$ cat config.mk
export PLATFORM = sky130hd
export DESIGN_NAME = t05_hist_dump
export DESIGN_NICKNAME = d
export VERILOG_FILES = /design/src/rtl/t05_hist_dump.sv
export SDC_FILE = /design/constraint.sdc
export NUM_CORES = 1
export LEC_CHECK = 0
export ABC_AREA = 1
export CELL_PAD_IN_SITES_DETAIL_PLACEMENT = 2
export CELL_PAD_IN_SITES_GLOBAL_PLACEMENT = 2
export CORE_MARGIN = 10
export CORE_UTILIZATION = 29
export DETAILED_ROUTE_END_ITERATION = 7
export PLACE_DENSITY = 0.8
export SLEW_MARGIN = 20
export SYNTH_ARGS = -nofsm -noshare
export SYNTH_HDL_FRONTEND = slang
export SYNTH_SLANG_ARGS = --single-unit
$ cat constraint.sdc
create_clock -name clk -period 3.4 [get_ports clk]
set_clock_uncertainty 0.1 [all_clocks]
set_input_delay 0.68 -clock clk [delete_from_list [all_inputs] [get_ports clk]]
set_output_delay 0.68 -clock clk [all_outputs]
set_load 0.05 [all_outputs]
$ cat src/rtl/t05_hist_dump.sv
// Histogram read-out: scans all count bins in order and streams one (symbol, count) pair per nonzero bin.
// Define CLEAR_ON_READ_EN to zero each presented bin in the SRAM right after its pair is accepted.
module t05_hist_dump #(
  parameter int ADDR_W   = 8,
  parameter int CNT_W    = 32,
  parameter int SRAM_LAT = 1
) (
  input  logic              clk,
  input  logic              rst,
  input  logic              start,
  input  logic [CNT_W-1:0]  total_i,
  output logic              sram_rd_en,
  output logic [ADDR_W-1:0] sram_addr,
  input  logic [CNT_W-1:0]  sram_rdata,
  output logic              sram_wr_en,
  output logic [CNT_W-1:0]  sram_wdata,
  output logic              out_valid,
  input  logic              out_ready,
  output logic [ADDR_W-1:0] out_sym,
  output logic [CNT_W-1:0]  out_cnt,
  output logic              out_last,
  output logic              busy,
  output logic              done,
  output logic              sum_err
);

  localparam int WC_W = (SRAM_LAT > 1) ? $clog2(SRAM_LAT) : 1;
  localparam logic [ADDR_W-1:0] ADDR_MAX = '1;

  typedef enum logic [2:0] {
    IDLE,
    ISSUE,
    WAIT,
    PRESENT,
    CLEAR,
    FIN
  } state_t;

  state_t            state, state_next;
  logic [ADDR_W-1:0] addr;
  logic [CNT_W-1:0]  cnt;
  logic [CNT_W:0]    acc;
  logic [CNT_W-1:0]  total;
  logic [WC_W-1:0]   wait_cnt;
  logic              sum_err_q;
`ifdef CLEAR_ON_READ_EN
  logic              stop;
`endif

  logic [CNT_W:0] acc_next;
  logic           is_last;
  logic           at_max;
  logic           rd_done;

  // acc carries one extra bit so an over-count can never wrap back onto total
  assign acc_next = acc + {1'b0, cnt};
  assign is_last  = (acc_next == {1'b0, total});
  assign at_max   = (addr == ADDR_MAX);
  assign rd_done  = (wait_cnt == WC_W'(SRAM_LAT - 1));

  always_ff @(posedge clk or negedge rst) begin
    if (!rst) state <= IDLE;
    else      state <= state_next;
  end

  always_comb begin
    state_next = state;
    sram_rd_en = 1'b0;
    sram_wr_en = 1'b0;
    out_valid  = 1'b0;
    done       = 1'b0;
    case (state)
      IDLE: begin
        if (start) state_next = (total_i == '0) ? FIN : ISSUE;
      end
      ISSUE: begin
        sram_rd_en = 1'b1;
        state_next = WAIT;
      end
      WAIT: begin
        if (rd_done) begin
          if (sram_rdata == '0) state_next = at_max ? FIN : ISSUE;
          else                  state_next = PRESENT;
        end
      end
      PRESENT: begin
        out_valid = 1'b1;
        if (out_ready) begin
`ifdef CLEAR_ON_READ_EN
          state_next = CLEAR;
`else
          state_next = (is_last || at_max) ? FIN : ISSUE;
`endif
        end
      end
      CLEAR: begin
`ifdef CLEAR_ON_READ_EN
        sram_wr_en = 1'b1;
        state_next = stop ? FIN : ISSUE;
`else
        state_next = IDLE;
`endif
      end
      FIN: begin
        done       = 1'b1;
        state_next = IDLE;
      end
      default: state_next = IDLE;
    endcase
  end

  // Scan datapath: bin address, captured count, running sum and the latched total
  always_ff @(posedge clk or negedge rst) begin
    if (!rst) begin
      addr      <= '0;
      cnt       <= '0;
      acc       <= '0;
      total     <= '0;
      wait_cnt  <= '0;
      sum_err_q <= 1'b0;
`ifdef CLEAR_ON_READ_EN
      stop      <= 1'b0;
`endif
    end else begin
      case (state)
        IDLE: begin
          if (start) begin
            total     <= total_i;
            acc       <= '0;
            addr      <= '0;
            sum_err_q <= 1'b0;
          end
        end
        ISSUE: wait_cnt <= '0;
        WAIT: begin
          if (!rd_done) begin
            wait_cnt <= wait_cnt + 1'b1;
          end else begin
            cnt <= sram_rdata;
            if (sram_rdata == '0 && !at_max) addr <= addr + 1'b1;
          end
        end
        PRESENT: begin
          if (out_ready) begin
            acc <= acc_next;
`ifdef CLEAR_ON_READ_EN
            stop <= is_last || at_max;
`else
            if (!(is_last || at_max)) addr <= addr + 1'b1;
`endif
          end
        end
        CLEAR: begin
`ifdef CLEAR_ON_READ_EN
          if (!stop) addr <= addr + 1'b1;
`endif
        end
        FIN: begin
          if (acc != {1'b0, total}) sum_err_q <= 1'b1;
        end
        default: ;
      endcase
    end
  end

  // The address register doubles as the clear-write target, since it only advances after the write
  assign sram_addr  = addr;
  assign sram_wdata = '0;
  assign out_sym    = out_valid ? addr : '0;
  assign out_cnt    = out_valid ? cnt : '0;
  assign out_last   = out_valid && is_last;
  assign busy       = (state != IDLE);
  assign sum_err    = sum_err_q;

endmodule

======== Word-level counts from Yosys, hierarchy flattened ========
Cells that the tools add are included.
storage, ports and cells
  register bits after elaboration ......... 110
  word-level logic and storage cells ...... 69
cells by class
  $add $sub $neg .......................... 3
  equal/unequal tests ..................... 13
  mux-type cells .......................... 27
  bitwise logic cells ..................... 1
  reductions and logical operators ........ 18
operator list
  operator             count
  $mux 33              2
  $pmux 33 s2          1
  $logic_not 32->1     2
  $mux 8               6
  $add 33x32->33       1
  $eq 33x32->1         1
  $ne 33x32->1         1
  $mux 32              1
  $pmux 8 s3           1
  $mux 3               7
  $ne 2x2->1 const B   6
  $pmux 3 s4           1
  $reduce_and 3->1     3
  $add 8x1->8 const B  1
  $eq 8x8->1 const B   1
  $eq 3x2->1 const B   2
  $mux 1               6
  $reduce_and 6->1     1
  $reduce_bool 2->1    3
  $reduce_bool 3->1    2
  $pmux 1 s2           2
  $reduce_and 2->1     2
  $eq 3x1->1 const B   1
  $eq 3x3->1 const B   1
  other kinds (6)      7

======== Logic depth before layout (Yosys ltp) ========
Gate-level depths: netlist of the first run.
  depth after elaboration ................. 6
  mapped depth ............................ 24
  gate-level depth less buffers ........... 23

======== Least setup slack after synthesis of the first run ========
Ideal clock, no wire load.
  kind .................................... register to output
  start ................................... reg acc[0]
  end ..................................... out out_last
  data arrival time ....................... 2.599 ns
  data required time ...................... 2.620 ns
  path slack .............................. 0.021 ns
  cell stages (with the launch flop) ...... 22
  buffers on the path ..................... 1
  cell sequence ........................... dfrtp_1 -> ha_1 -> inv_1 -> fa_1 -> inv_1 -> nand2_1 -> nand2_1 -> nand3_1 -> nand2_1 -> nand2_1 -> nand2_1 -> nand2_1 -> nand2_1 -> nand2_1 -> nand3_1 -> nand2_1 -> inv_1 -> nand3_2 -> nor2_2 -> nand3_2 -> buf_6 -> inv_1
between the ends
  longest elaborated chain between the ends .. 3
RTL lines
  element                 line  RTL
  from (decl)             42    logic [CNT_W:0] acc;
  from (signal assigned)  145   acc <= acc_next;
  $add 33x32->33          56    assign acc_next = acc + {1'b0, cnt};
  $eq 33x32->1            57    assign is_last = (acc_next == {1'b0, total});
  $logic_and 1x1->1       171   assign out_last = out_valid && is_last;
  to (decl)               21    output logic out_last,
No other way between the ends.

======== Final worst setup path of the first run ========
  start ................................... reg cnt[17]
  end ..................................... out out_last
between the ends
  longest elaborated chain between the ends .. 3
RTL lines
  element                 line  RTL
  from (decl)             41    logic [CNT_W-1:0] cnt;
  from (signal assigned)  139   cnt <= sram_rdata;
  $add 33x32->33          56
  $eq 33x32->1            57
  $logic_and 1x1->1       171
No other way between the ends.

==> results.md, run 1 <==
- Outcome: finished, violations left
- Failing checks: negative setup slack
- Via count of the first global-routing pass: ~12000
- Post-synthesis sequential element count: about 110
- # DRC: 0
- Met3 track demand over resource: between 4 and 5%
- Sequential area share after synthesis: 31.5%
- Cts bufs inserted: 9
- Final Net Count: 1690
- Cell variety after synth: 50
- Setup-violating endpoint count in the final report: 10
- Highest attainable clock frequency: roughly 0.23 GHz
- Initial core utilization: between 20% and 30%
- Maximum number of pins on one net before global-route repair: 77
- Initial antenna violation count: 2
- Maximum fanout count along the critical path: 5
- Global placer's final weighted congestion: between 0.9 and 1
- DR vias/cell: 5.69
- Critical Path Start Type: flip-flop
- Overflow after GRT: 0
- Clock period minus worst slack: about 4.3 ns
- Critical path class: reg2out
- Post-detailed-placement half-perimeter wirelength: 34500 microns
- # H-tree levels: 3
- Clock slew at the register clock pins of the worst setup and hold paths: roughly 0.09 ns
- Arrival time at the worst endpoint: ~3.5 ns
- # hold bufs at CTS: 0
- CTS tree: done
- Period Utilization, post-route: 126%
- Chip width: 193 microns
- Core footprint: around 30000 sq um
- Routed Wire Length: approximately 60000 microns
- Final Max Tran Viols: 0
- Total track usage: between 20% and 30%
- Ys async rst share: 100%
- Root Driver: clkbuf_16
- CP Capture Type: output pin
- Ys flop type: dfrtp_1
- Netlist area before placement: between 8000 and 9000 sq um
- Worst min path class: in2async
- Number of enable flip-flop cells after synthesis: 0
- Longest Clk Path Bufs: 2
- Worst-Skew Late Latency: 0.39 ns
- ANT nets after route: 0
- Normalized max-slew margin: roughly two fifths
- Length of the first detailed-routing pass in iterations: 5
- Final hold violations: 0
- Maximum capacitance violations: 0
- Global Route met2 Usage: approximately 44%
- Clock sink count: 109
- Number of vias after detailed routing: between 10000 and 15000
- Mean post-synth cell area: 6.50 sq um
- Number of buffers added on ports: between 100 and 150
- Cell count after synthesis: 1333
- Met1 Use GR: a little under a third
- IO Pins: approximately 160
- Worst setup slack after layout: -0.876 ns
- Yosys warns: 0
- Die ar.: 37200 sq um
- Highest-count cells in the layout ignoring fill and taps: nand2_1, inv_1, buf_4
- Mean routed wirelength per cell: 29.4 microns
- Most common library cell in the layout ignoring fill and taps: nand2_1
- Fin Hold WS: around 0.20 ns
- Ant. Diodes: 0
- Data required time of the worst path: 2.62 ns
- Iter 0 DRT Violations: around 970
- Most heavily used metal layer in global routing: met2
- Transition time at the pin with the least slew margin: 0.855 ns
- Layout overhead on the synthesized area: 39.3%
- Wire length of the first global-routing pass: about 74000 microns
- Row Count: between 60 and 70
- Setup slack after placement: -0.363 ns
- Vertical extent of the die: 193 microns
- Share of final-layout standard cells stronger than drive strength 1: between 20% and 30%
- Unrepaired setup endpoints after global routing: true
[Yosys cell counts, drive strengths merged (4+ instances only)]
cell type | n | area, sq um
nor3b | 4 | 30.0
dfrtp | 109 | 2730
nor2 | 148 | 604
ha | 33 | 413
nor4 | 18 | 119
nand2 | 383 | 1510
o22ai | 25 | 156
a21oi | 68 | 355
nand3b | 13 | 105
xor2 | 10 | 87.6
o21ai | 37 | 185
or2 | 5 | 33.8
nand3 | 127 | 671
nor3 | 16 | 100
inv | 232 | 871
nand4 | 19 | 119
buf | 40 | 287
clkbuf | 18 | 67.6
[final timing paths]
path | endpoint | from | slack [ns] | depth (start not counted)
setup / recovery | out_last | cnt[17] | -0.88 | 18
hold / removal | acc[27] | rst | 0.20 | 1
setup reg to reg | sram_addr[6] | cnt[17] | -0.33 | 21
hold reg to reg | total[11] | total[11] | 0.46 | 2
max in group asynchronous | cnt[13] | rst | 2.10 | 2
min in group clk | total[11] | total[11] | 0.46 | 2
[cell type report]
class / count / area, sq um
multi-input combinational: 963 / 5350
fill: 3446 / 17500
sequential: 109 / 2740
clock inverter: 6 / 91.3
clock buffer: 10 / 239
timing repair buffer: 270 / 2290
tap: 390 / 488
inverter: 235 / 885
[critical path, cell delays in order, from the launching register on]
cell and delay [ns]:
dfrtp_2 0.47, ha_1 0.34, buf_4 0.17, nand2_1 0.10
nand2_1 0.12, inv_1 0.09, nand2_1 0.11, nand2_1 0.09
nand2_1 0.11, a21oi_1 0.33, nand3_1 0.23, nand3_1 0.17
nand2_1 0.10, inv_1 0.08, nand3_2 0.08, nor2_4 0.13
nand3_4 0.13, inv_4 0.09, buf_12 0.13
[repair_timing]
item / in CTS / in global routing
pin swaps: 11 / 17
endpoints found under the setup margin: 10 / 10
gates resized for setup: 38 / 85
setup buffers: 2 / 3
[per-layer routing]
metal,up-vias,wire [microns]
li1,4676,-
met1,5757,22000
met2,630,28300
met3,226,4450
met4,4,3490
met5,-,32
[kinds of logic after synthesis]
logic type	share of synthesized area, %
mux	0.260
other cells	0.0433
flops	31.5
buf+inv	14.3
simple gates	38.1
xor+xnor	1.31
compound gates	9.54
fa+ha+maj	4.99
[registers in the layout (all words and copies together) (netlist names)]
name,flops
total,32
cnt,32
sram_addr,8
state,3
sum_err,1
acc,33
[metrics by stage]
step | instance area [sq um] | setup TNS [ns] | util [%] | std cells
finish | 12100 | -2.90 | 40.9 | 1983
global placement | 11200 | -0.221 | 37.8 | 1962
CTS | 11700 | -0.609 | 39.5 | 1980
floorplan | 8790 | 0 | - | 1365
global route | 12100 | -4.02 | 40.9 | 1983
detailed placement | 11200 | -0.454 | 37.8 | 1962
Power of run 1 is left out: the tool's default activity adds up to more than one toggle a clock period on the data nets, which glitch-free logic cannot reach.
==> run 2: changes to the inputs <==
- TNS_END_PERCENT: default -> 10
- clock period: 3.4 -> 4.6 ns (I/O delays scaled with it)
==> results.md, run 2 (synthesized netlist as in run 1, its figures left out) <==
- Clock sink count: 109 (unchanged)
- FF-to-FF Start: acc[0] (was cnt[17])
- Layout overhead on the synthesized area: 21.6% (was 39.3%)
- Normalized max-slew margin: 39.9% (was 41.5%)
- Length of the first detailed-routing pass in iterations: 5 (unchanged)
- Most common library cell in the layout ignoring fill and taps: nand2_1 (unchanged)
- Core footprint: 29600 sq um (unchanged)
- Outcome: completed (was finished, violations left)
- Ant. Diodes: 0 (unchanged)
- Most heavily used metal layer in global routing: met2 (unchanged)
- Global placer's final weighted congestion: 0.896 (was 0.933)
- Transition time at the pin with the least slew margin: 0.901 ns (was 0.855 ns)
- End point of the worst hold path: total[21]
- Initial antenna violation count: 2 (unchanged)
- Row Count: 63 (unchanged)
- Period Utilization, post-route: between 90% and 100%
- Area of the multi-input gates: 4870 sq um (was 5350 sq um)
- Clock slew at the register clock pins of the worst setup and hold paths: 0.08 ns (was 0.09 ns)
- Mean routed wirelength per cell: 20.7 microns (was 29.4 microns)
- Maximum capacitance violations: 0 (unchanged)
- Total track usage: 20.7% (was 26.3%)
- Biggest register: acc (unchanged)
- Final hold violations: 0 (unchanged)
- # H-tree levels: 3 (unchanged)
- Iter 0 DRT Violations: 320 (was 966)
- Met1 Use GR: 26.8% (was 31.8%)
- # DRC: 0 (unchanged)
- Highest-count cells in the layout ignoring fill and taps: nand2_1, inv_1, nor2_1 (was nand2_1, inv_1, buf_4)
- IO Pins: 155 (unchanged)
- Highest attainable clock frequency: 0.226 GHz
- Final Max Tran Viols: 0 (unchanged)
- Cts bufs inserted: 9 (unchanged)
- Final Net Count: 1551 (was 1690)
- Number of cells traversed by the worst hold path: 2
- CTS tree: done (unchanged)
- Maximum single-stage delay on the critical path: 0.43 ns (was 0.47 ns)
- Vertical extent of the die: 193 microns (unchanged)
- Biggest regs: acc x33, cnt x32, total x32 (unchanged)
- CP Capture Type: output pin (unchanged)
- Wire length of the first global-routing pass: 59100 microns (was 73900 microns)
- # hold bufs at CTS: 0 (unchanged)
- Worst min path class: reg2reg (was in2async)
- Most frequent cell on the critical path: nand2_1 (unchanged)
- Arrival time at the worst endpoint: 3.40 ns (was 3.50 ns)
- Flip-flop count of the largest register, all copies and words added: 33 (unchanged)
- Setup-violating endpoint count in the final report: 0 (was 10)
- Critical path class: reg2out (unchanged)
- Data required time of the worst path: 3.58 ns (was 2.62 ns)
- Chip width: 193 microns (unchanged)
- Reg area: 2730 sq um (was 2740 sq um)
- Share of final-layout standard cells stronger than drive strength 1: 7.77% (was 23.7%)
- Post-route setup TNS: 0 ns (was -2.90 ns)
- Maximum fanout count along the critical path: 3 (was 5)
- Number of vias after detailed routing: 9184 (was 11293)
- Routed Wire Length: 38200 microns (was 58300 microns)
- Critical Path Start Type: flip-flop (unchanged)
- Die ar.: 37200 sq um (unchanged)
- Number of buffers added on ports: 121 (unchanged)
- Slowest cell on the critical path: dfrtp_1 (was dfrtp_2)
- Post-detailed-placement half-perimeter wirelength: 31300 microns (was 34500 microns)
- Worst-case register-to-register setup slack: 1.10 ns (was -0.33 ns)
- Initial core utilization: 29.3% (unchanged)
- Via count of the first global-routing pass: 10148 (was 11897)
- Met3 track demand over resource: 4.63% (was 4.81%)
- Overflow after GRT: 0 (unchanged)
- Global Route met2 Usage: 34.1% (was 44.5%)
- Worst-Skew Late Latency: 0.38 ns (was 0.39 ns)
- Cells on worst reg2reg path: 23 (was 21)
- Chain of cells forming the critical path: ha_4 -> inv_1 -> fa_1 -> inv_1 -> nand2_1 -> nand2_2 -> nand3_2 -> nand2_2 -> nand2_1 -> nand3_1 -> nand2_1 -> nor2_1 -> nand2_1 -> nor2_1 -> nand2_1 -> nor2_2 -> nand2_1 -> nor2_2 -> nand3_2 -> inv_2 -> buf_12 (was ha_1 -> buf_4 -> nand2_1 -> nand2_1 -> inv_1 -> nand2_1 -> nand2_1 -> nand2_1 -> a21oi_1 -> nand3_1 -> nand3_1 -> nand2_1 -> inv_1 -> nand3_2 -> nor2_4 -> nand3_4 -> inv_4 -> buf_12)
- Longest Clk Path Bufs: 2 (unchanged)
- Clock period minus worst slack: roughly 4.4 ns
- Root Driver: clkbuf_16 (unchanged)
- DR vias/cell: 4.98 (was 5.69)
- Maximum number of pins on one net before global-route repair: 62 (was 77)
- ANT nets after route: 0 (unchanged)
- Worst reg2reg path endpoint: sram_addr[1] (was sram_addr[6])
- Filler cell count: 3619 (was 3446)
- Worst min-delay path startpoint: total[21]
==> run 2: metrics by stage <==
| step | cells | area (sq um) | utilization [%] | hold slack, ns | setup slack [ns] |
|---|---|---|---|---|---|
| 5_1_grt | 1844 | 10500 | 35.7 | 0.461 | -0.0142 |
| 4_1_cts | 1841 | 10500 | 35.5 | 0.422 | 0.0238 |
| 6_report | 1844 | 10500 | 35.7 | 0.416 | 0.183 |
| 2_1_floorplan | 1365 | 8790 | - | 0.353 | 0.981 |
| 3_3_place_gp | 1825 | 10200 | 34.5 | 0.369 | 0.683 |
| 3_5_place_dp | 1825 | 10200 | 34.5 | 0.402 | 0.541 |
==> run 2: layout make-up <==
type	instances	share of cell area (%)
clock inverters	6	0.439
multi-input cells	963	46.2
well taps	390	4.63
flip-flops and latches	109	25.9
clock buffers	10	2.27
inverters	235	8.37
repair buffers	131	12.3
==> run 2: worst max path at each step <==
stage | from | end | slack [ns]
finish | acc[0] | out_last | 0.18
global route | acc[0] | out_last | -0.01
CTS | acc[0] | out_last | 0.02
detailed placement | acc[0] | out_last | 0.54
global placement | acc[0] | out_last | 0.68
floorplan | acc[0] | out_last | 0.98
==> run 2: repair_timing <==
| action | in CTS | in global routing |
|---|---|---|
| gates resized for setup | 0 | 11 |
| buffers inserted | 0 | 3 |
| setup endpoints to repair | 0 | 1 |
| hold endpoints to repair | 0 | 0 |
==> run 2: routing by layer <==
| metal | vias to the layer above | part of all wire [%] |
|---|---|---|
| met5 | - | 0 |
| met4 | 0 | 1.4 |
| met3 | 28 | 5.3 |
| met2 | 202 | 48 |
| met1 | 4553 | 46 |
| li1 | 4401 | - |
==> run 2: critical path, delay by kind of cell, from the launching register on <==
kind,cells,cell delay (ns)
fa+ha+maj,2,0.54
flops,1,0.43
buf+inv,4,0.39
simple gates,15,1.65
Power of run 2 is left out for the same reason.
==> run 3: changes to the inputs <==
- CORE_ASPECT_RATIO: default -> 0.5
- CTS_CLUSTER_SIZE: default -> 16
==> results.md, run 3 (synthesized netlist as in run 1, its figures left out) <==
- Data required time of the worst path: 3.58 ns (about the same)
- Clock period minus worst slack: 4.40 ns (was 4.42 ns)
- Final hold violations: 0 (unchanged)
- Iter 0 DRT Violations: 598 (was 320)
- Post-route setup TNS: 0 ns (unchanged)
- Overflow after GRT: 0 (unchanged)
- Initial antenna violation count: 1 (was 2)
- Critical path buffers and inverters: 2 (was 4)
- Clock slew at the register clock pins of the worst setup and hold paths: 0.07 ns (was 0.08 ns)
- Number of buffers added on ports: 121 (unchanged)
- # DRC: 0 (unchanged)
- CP Capture Type: output pin (unchanged)
- ANT nets after route: 0 (unchanged)
- Maximum single-stage delay on the critical path: 0.41 ns (was 0.43 ns)
- Number of cells traversed by the worst hold path: 2 (unchanged)
- Maximum capacitance violations: 0 (unchanged)
- Longest Clk Path Bufs: 2 (unchanged)
- Period Utilization, post-route: 95.6% (was 96.0%)
- Routed Wire Length: 40700 microns (was 38200 microns)
- Normalized max-slew margin: 38.6% (was 39.9%)
- # H-tree levels: 3 (unchanged)
- Die ar.: 37600 sq um (was 37200 sq um)
- Worst min path class: reg2reg (unchanged)
- Core footprint: 29200 sq um (was 29600 sq um)
- Highest-count cells in the layout ignoring fill and taps: nand2_1, inv_1, nor2_1 (unchanged)
- Share of final-layout standard cells stronger than drive strength 1: 8.32% (was 7.77%)
- Highest attainable clock frequency: 0.227 GHz (was 0.226 GHz)
- Chip width: 265 microns (was 193 microns)
- Post-detailed-placement half-perimeter wirelength: 33300 microns (was 31300 microns)
- CTS tree: done (unchanged)
- Outcome: completed (unchanged)
- Biggest regs: acc x33, cnt x32, total x32 (unchanged)
- FF-to-FF Start: cnt[8] (was acc[0])
- Count of placed standard cells in the final layout, fillers left out: 1847 (was 1844)
- Vertical extent of the die: 142 microns (was 193 microns)
- Flip-flop count of the largest register, all copies and words added: 33 (unchanged)
- Length of the first detailed-routing pass in iterations: 5 (unchanged)
- Most common library cell in the layout ignoring fill and taps: nand2_1 (unchanged)
- Row Count: 44 (was 63)
- Worst-Skew Late Latency: 0.39 ns (was 0.38 ns)
- Fin Hold WS: 0.407 ns (was 0.416 ns)
- Number of vias after detailed routing: 9442 (was 9184)
- Slowest cell on the critical path: dfrtp_1 (unchanged)
- Clock sink count: 109 (unchanged)
- Mean routed wirelength per cell: 22.0 microns (was 20.7 microns)
- Layout overhead on the synthesized area: 22.3% (was 21.6%)
- Worst-case register-to-register setup slack: 1.14 ns (was 1.10 ns)
- Global placer's final weighted congestion: 0.947 (was 0.896)
- Critical Path Start Type: flip-flop (unchanged)
- Placed insts: 1827 (was 1825)
- Maximum number of pins on one net before global-route repair: 57 (was 62)
- Chain of cells forming the critical path: ha_1 -> nand2_1 -> nor2_1 -> and2_1 -> nand2_1 -> nand2_2 -> nand3_1 -> nand3_1 -> nand3_1 -> nand2_1 -> nand3_2 -> nor2_4 -> nand3_4 -> inv_2 -> buf_12 (was ha_4 -> inv_1 -> fa_1 -> inv_1 -> nand2_1 -> nand2_2 -> nand3_2 -> nand2_2 -> nand2_1 -> nand3_1 -> nand2_1 -> nor2_1 -> nand2_1 -> nor2_1 -> nand2_1 -> nor2_2 -> nand2_1 -> nor2_2 -> nand3_2 -> inv_2 -> buf_12)
- Worst reg2reg path endpoint: sram_addr[6] (was sram_addr[1])
- Arrival time at the worst endpoint: 3.38 ns (was 3.40 ns)
- Cells on worst reg2reg path: 17 (was 23)
- DR vias/cell: 5.11 (was 4.98)
- Setup slack after placement: 0.132 ns (was 0.541 ns)
- Initial core utilization: 29.7% (was 29.3%)
- Final Max Tran Viols: 0 (unchanged)
- Biggest register: acc (unchanged)
- Setup-violating endpoint count in the final report: 0 (unchanged)
- End point of the worst hold path: total[21] (unchanged)
- Total track usage: 21.4% (was 20.7%)
- IO Pins: 155 (unchanged)
- Worst setup slack after layout: 0.204 ns (was 0.183 ns)
- Transition time at the pin with the least slew margin: 0.913 ns (was 0.901 ns)
- Via count of the first global-routing pass: 10226 (was 10148)
- Final Net Count: 1553 (was 1551)
- Root Driver: clkbuf_16 (unchanged)
- Cts bufs inserted: 9 (unchanged)
- Wire length of the first global-routing pass: 62100 microns (was 59100 microns)
- Critical path class: reg2out (unchanged)
- Critical path origin: cnt[8] (was acc[0])
- CP delay by family, top: simple AND/OR/NAND/NOR gates (unchanged)
- Worst min-delay path startpoint: total[21] (unchanged)
- Maximum fanout count along the critical path: 6 (was 3)
[run 3: changes by cell type in the layout (fill, tap and decap cells not counted), moves of 2 or more]
cell / previous run / this run
buf_4: 11 / 13
nand3_2: 8 / 11
nor2_4: 1 / 3
nand3_1: 119 / 115
ha_2: 0 / 2
nor2_2: 12 / 10
[run 3: routing by layer]
metal,up-vias,routed length (microns),track usage [%]
li1,4399,-,-
met1,4806,18000,27.8
met5,-,0,0
met3,25,2560,3.97
met4,0,507,4.06
met2,212,19600,36.7
[run 3: tightest hold or removal path: stages (launching register included)]
cell,delay [ns]
dfrtp_1,0.35
nand2_1,0.05
o21ai_0,0.06
[run 3: what timing repair did]
action                                  4_1_cts  5_1_grt
setup buffers                                 1        3
resized for setup                             4       17
hold buffers                                  0        0
endpoints found under the hold margin         0        0
pin swaps                                     1        4
endpoints found under the setup margin        1        1
[run 3: through the flow]
stage / util (%) / cell area, sq um
final: 36.3 / 10600
after global routing: 36.3 / 10600
after CTS: 36.0 / 10500
after detailed placement: 34.9 / 10200
after global placement: 34.9 / 10200
after floorplan: - / 8790
[run 3: how the worst max path moves through the flow]
stage	end	slack, ns	depth (start not counted)
global route	out_last	-0.005	21
floorplan	out_last	0.98	21
detailed placement	out_last	0.13	20
finish	out_last	0.20	15
CTS	out_last	0.04	21
global placement	out_last	0.26	20
[run 3: layout make-up]
cell class              instances  area, sq um
clock buffers                  10          229
repair buffers                133         1310
well taps                     391          489
multi-input cells             963         4900
inverters                     235          882
clock inverters                 5         61.3
flip-flops and latches        109         2730
fillers                      3544        18600
diodes                          1         2.50
Power of run 3 is left out for the same reason.
